$ cat src/rtl/axis_master_pkt_gen.sv
// rtl/axis_master_pkt_gen.sv - AXI-Stream packet generator emitting incrementing-data packets with optional inter-beat gaps
module axis_master_pkt_gen #(
  parameter int DATA_WIDTH = 32,
  parameter int DEST_WIDTH = 4,
  parameter int USER_WIDTH = 1,
  parameter int LEN_WIDTH  = 16,
  parameter int GAP_WIDTH  = 8
) (
  input  logic                    aclk,
  input  logic                    aresetn,
  input  logic                    cmd_valid,
  output logic                    cmd_ready,
  input  logic [LEN_WIDTH-1:0]    cmd_len,
  input  logic [DATA_WIDTH-1:0]   cmd_seed,
  input  logic [DEST_WIDTH-1:0]   cmd_dest,
  input  logic [GAP_WIDTH-1:0]    cmd_gap,
  output logic                    tvalid,
  input  logic                    tready,
  output logic [DATA_WIDTH-1:0]   tdata,
  output logic [DATA_WIDTH/8-1:0] tstrb,
  output logic [DATA_WIDTH/8-1:0] tkeep,
  output logic                    tlast,
  output logic                    tid,
  output logic [DEST_WIDTH-1:0]   tdest,
  output logic [USER_WIDTH-1:0]   tuser,
  output logic [15:0]             pkt_count
);

  typedef enum logic [1:0] {S_IDLE, S_SEND, S_GAP} state_t;

  state_t                r_state;
  state_t                w_next_state;
  logic                  r_cmd_ready;
  logic [LEN_WIDTH-1:0]  r_len;
  logic [LEN_WIDTH-1:0]  r_beat;
  logic [GAP_WIDTH-1:0]  r_gap;
  logic [GAP_WIDTH-1:0]  r_gap_cnt;
  logic [DATA_WIDTH-1:0] r_data;
  logic [DEST_WIDTH-1:0] r_dest;
  logic [15:0]           r_pkt_count;

  logic w_cmd_fire;
  logic w_beat_fire;
  logic w_is_last;
  logic w_tvalid;
  logic w_first;

  // cmd_ready is a register that is only high in IDLE, so it alone qualifies the command handshake
  assign w_cmd_fire  = cmd_valid & r_cmd_ready;
  assign w_is_last   = (r_beat == r_len);
  assign w_beat_fire = w_tvalid & tready;

  // State register
  always_ff @(posedge aclk) begin
    if (!aresetn) r_state <= S_IDLE;
    else          r_state <= w_next_state;
  end

  // Next-state logic
  always_comb begin
    w_next_state = r_state;
    case (r_state)
      S_IDLE: if (w_cmd_fire) w_next_state = S_SEND;
      S_SEND: begin
        if (w_beat_fire) begin
          if (w_is_last)           w_next_state = S_IDLE;
          else if (r_gap != '0)    w_next_state = S_GAP;
          else                     w_next_state = S_SEND;
        end
      end
      S_GAP:  if (r_gap_cnt == '0) w_next_state = S_SEND;
      default: w_next_state = S_IDLE;
    endcase
  end

  // Output decode: valid/last/first are pure functions of registered state, never of tready
  always_comb begin
    w_tvalid = (r_state == S_SEND);
    w_first  = w_tvalid & (r_beat == '0);
    tlast    = w_tvalid & w_is_last;
    tuser    = '0;
    tuser[0] = w_first;
  end

  // Command latch, beat/data advance, gap countdown and packet counter
  always_ff @(posedge aclk) begin
    if (!aresetn) begin
      r_cmd_ready <= 1'b0;
      r_len       <= '0;
      r_beat      <= '0;
      r_gap       <= '0;
      r_gap_cnt   <= '0;
      r_data      <= '0;
      r_dest      <= '0;
      r_pkt_count <= '0;
    end else begin
      r_cmd_ready <= (w_next_state == S_IDLE);
      if (w_cmd_fire) begin
        r_len  <= cmd_len;
        r_data <= cmd_seed;
        r_dest <= cmd_dest;
        r_gap  <= cmd_gap;
        r_beat <= '0;
      end else if (w_beat_fire && !w_is_last) begin
        r_data <= r_data + DATA_WIDTH'(1);
        r_beat <= r_beat + LEN_WIDTH'(1);
      end
      // Loaded with gap-1 so GAP lasts exactly r_gap cycles before returning to SEND
      if (w_beat_fire && !w_is_last && (r_gap != '0))
        r_gap_cnt <= r_gap - GAP_WIDTH'(1);
      else if ((r_state == S_GAP) && (r_gap_cnt != '0))
        r_gap_cnt <= r_gap_cnt - GAP_WIDTH'(1);
      if (w_beat_fire && w_is_last)
        r_pkt_count <= r_pkt_count + 16'd1;
    end
  end

  assign cmd_ready = r_cmd_ready;
  assign tvalid    = w_tvalid;
  assign tdata     = r_data;
  assign tdest     = r_dest;
  assign tstrb     = '1;
  assign tkeep     = '1;
  assign tid       = 1'b0;
  assign pkt_count = r_pkt_count;

endmodule

$ cat config.mk
export PLATFORM = sky130hd
export DESIGN_NAME = axis_master_pkt_gen
export DESIGN_NICKNAME = d
export VERILOG_FILES = /design/src/rtl/axis_master_pkt_gen.sv
export SDC_FILE = /design/constraint.sdc
export NUM_CORES = 1
export LEC_CHECK = 0
export ABC_AREA = 1
export ABC_CLOCK_PERIOD_IN_PS = 2350
export CELL_PAD_IN_SITES_DETAIL_PLACEMENT = 2
export CELL_PAD_IN_SITES_GLOBAL_PLACEMENT = 2
export CORE_MARGIN = 10
export CORE_UTILIZATION = 27
export CTS_BUF_LIST = sky130_fd_sc_hd__clkbuf_4 sky130_fd_sc_hd__clkbuf_8 sky130_fd_sc_hd__clkbuf_16
export DETAILED_ROUTE_END_ITERATION = 10
export PLACE_DENSITY_LB_ADDON = 0.12
export SLEW_MARGIN = 20
export SYNTH_ARGS = -nofsm -noshare
export SYNTH_HDL_FRONTEND = slang
export SYNTH_SLANG_ARGS = --single-unit
export TNS_END_PERCENT = 100
$ cat constraint.sdc
create_clock -name aclk -period 2.35 [get_ports aclk]
set_input_delay 0.47 -clock aclk [delete_from_list [all_inputs] [get_ports aclk]]
set_output_delay 0.47 -clock aclk [all_outputs]
set_load 0.05 [all_outputs]
==> impl_results.md <==
* Status: completed
* Reg clk slew, reported paths at 0.07 ns
* Endpoints failing hold at 0
* Vias in the first global route at 6897
* Pint at 3.41 mW
* Synth-to-layout area growth at 38.4%
* Worst-path maximum fanout at 5
* Area of the core at 21100 um^2
* CTS sink count at 103
* PortBufs at 119
* Multi-input gate area at 3300 um^2
* Slew Viols, Final at 0
* Max-cap violation count at 0
* Post-synth EDFFs at 0
* CP bufs+invs at 3
* Pwr/cell area at 651 nW/um^2
* All-Layer GR Usage at 16.1%
* # IOs at 129
* Yosys top cell by area: dfxtp_1
* Register Area at 2100 um^2
* Die span in x at 167 um
* Clk buf depth at 2
* Synth top area share at 35.5%
* Final setup violating endpoints at 0
* DR WL/cell at 17.4 um
* Vias at 6318
* First-pass GRT wire length at 36900 um
* Synth Flop Type: dfxtp_1
* Max IR drop VDD at 0.250 mV
* Actual slew at the worst max-slew pin at 0.583 ns
* Leakage at 3.08 nW
* Synth warnings at 0
* GPL Wtd Cong at 0.805
* Synth cell types at 45
* F_max at 447 MHz
* Most common cell after layout, fill and taps aside: nand2_1
* Routed WL at 22800 um
* H-tree depth at 3
* Switch share at 34.9%
* Most frequent cells in the layout: 205 x nand2_1, 116 x clkdlybuf4s50_1, 87 x inv_1, 87 x nor2_1, 86 x dfxtp_1
* DRT Pass-1 Iters at 5
* DRC at 0
* Die Area at 27800 um^2
* Cell chain of the critical path: inv_2, nand2_1, nand2_1, nor2_1, nand2_2, nor2_4, nand2_4, buf_4, nor2_4, buf_12
* DRT antenna net count at 0
* Synth Area per Inst at 6.53 um^2
* Initial antenna violation count at 0
* Total grt overflow at 0
* Clk root buf: clkbuf_16
* Period Utilization, post-route at 95.3%
* Initial core utilization at 27.6%
* Post-Synthesis Cells at 890
* Vias/cell at 4.83
* Net load switching power at 1.83 mW
* Starting DRT DRC Count at 187
* Crit path max-delay family: simple AND/OR/NAND/NOR gates
* Chip height at 167 um
* Highest-delay cell along the critical path: dfxtp_2
* Nets at 1097
* CP Capture Type: output port
* Clock power share at 33.2%
* Clk_lat worst skew at 0.36 ns
* Inserted Diodes at 0
* Share of cells above drive strength 1 at 14.5%
* Fillers at 2538
* Largest net degree at the start of global routing at 93
* Synthesized flop and latch total at 103
* CTS tree: yes
* DP HPWL at 17300 um
* Worst hold slack at 0.430 ns
* Critical path class: register to output port
* Worst min-delay path class: input port to register
* Syn Std Cell Area at 5810 um^2
* Tmin final at 2.24 ns
* R2R Setup Slk at 0.23 ns
* Crit start category: register
* Cts bufs inserted at 9
* Standard-cell rows at 53
* Slew margin rel. at 61.0%
* Sequential fraction of the synthesis area at 35.5%
* Post-synth ARST share at 0%
* Worst EP arrival at 1.77 ns
* Slowest stage delay, CP at 0.36 ns
* Sequential power share at 37.7%
* Gate power share at 29.0%
* Synth top area cells: dfxtp_1 35%, nand2_1 14%, a21oi_1 7.1%, o21ai_0 6.5%, nor2_1 6.1%
* Worst EP required at 1.88 ns
* Setup TNS at 0 ns
* Clk_skew at 0.00807 ns
## stage by stage
step / utilization, % / instances / cell area [um^2] / worst slack, ns / power (mW)
after detailed placement: 35.7 / 1287 / 7530 / -0.0557 / 3.48
final: 38.2 / 1308 / 8050 / 0.112 / 5.24
after floorplan: - / 897 / 5860 / 0.0370 / 2.92
after CTS: 37.5 / 1306 / 7920 / 0.0152 / 5.29
after global placement: 35.7 / 1287 / 7530 / -0.0802 / 3.45
after global routing: 38.2 / 1308 / 8050 / -0.0283 / 5.54
## power groups by stage
stage                     clock [mW]  sequential, mW  combinational, mW
after CTS                       1.80            1.98               1.51
final                           1.74            1.98               1.52
after global routing            1.86            2.00               1.68
after global placement             0            2.02               1.43
after detailed placement           0            2.02               1.46
after floorplan                    0            2.21              0.708
## routing by layer
layer / track usage (%) / part of all wire (%) / vias up
met5: 0 / 0 / -
met2: 28.6 / 50 / 86
met3: 3.27 / 3.3 / 12
li1: - / - / 3153
met1: 19.1 / 45 / 3067
met4: 4.24 / 1.0 / 0
## cell usage after synthesis (2+ instances only)
cell / count
nand2_1: 210
dfxtp_1: 103
nor2_1: 95
inv_1: 89
a21oi_1: 82
o21ai_0: 76
nand3_1: 36
nor3_1: 29
clkbuf_1: 23
nand4_1: 22
inv_2: 14
xor2_1: 14
buf_4: 10
a31oi_1: 8
nor2_2: 8
nand2_2: 7
xnor2_1: 7
ha_1: 5
nor4_1: 5
or2_2: 5
buf_1: 4
buf_2: 4
nand3b_1: 3
a311oi_1: 2
clkinv_1: 2
conb_1: 2
nor2_4: 2
nor3_2: 2
nor3_4: 2
nor3b_1: 2
o21ai_1: 2
o31ai_1: 2
## timing repair
item / CTS / global route
hold buffers: 0 / 0
gates resized for setup: 13 / 42
setup buffers: 3 / 2
setup endpoints to repair: 9 / 31
pin swaps: 3 / 8
## layout make-up
| cell class | instances | share of cell area [%] |
|---|---|---|
| inverters | 105 | 5.04 |
| multi-input cells | 647 | 41.0 |
| flip-flops and latches | 103 | 26.1 |
| repair buffers | 162 | 19.5 |
| well taps | 275 | 4.27 |
| clock buffers | 11 | 3.14 |
| clock inverters | 5 | 0.979 |
## flip-flops by register name, summed over array words and instances, names as in the netlist
signal and flops:
cmd_ready 1, pkt_count 16, r_beat 16, r_gap 8, r_gap_cnt 8, r_len 16, r_state 2, tdata 32
tdest 4
## path summary, 6_finish.rpt
kind | start | cells past startpoint | endpoint
worst max register to register | r_beat[12] | 13 | pkt_count[14]
worst max-delay path | r_beat[12] | 10 | tlast
worst min register to register | r_gap_cnt[4] | 2 | r_gap_cnt[4]
worst min-delay path | aresetn | 3 | r_gap[7]
## logic make-up after synthesis
| group | after synthesis | share of synthesized area, % |
|---|---|---|
| and+or+nand+nor | 434 | 33.7 |
| AOI/OAI and AO/OA | 178 | 16.1 |
| buffers and inverters | 147 | 10.4 |
| DFF | 103 | 35.5 |
| xor gates and xnor gates | 21 | 3.16 |
| adders and majority gates | 5 | 1.08 |
| other | 2 | 0.129 |
## worst register-to-register path, delay by kind of cell, from the launching register on
| family | cells | cell delay [ns] |
|---|---|---|
| compound gates | 1 | 0.05 |
| buf+inv | 2 | 0.22 |
| simple gates | 10 | 1.40 |
| flops | 1 | 0.36 |
(Power assumes the default switching activity.)
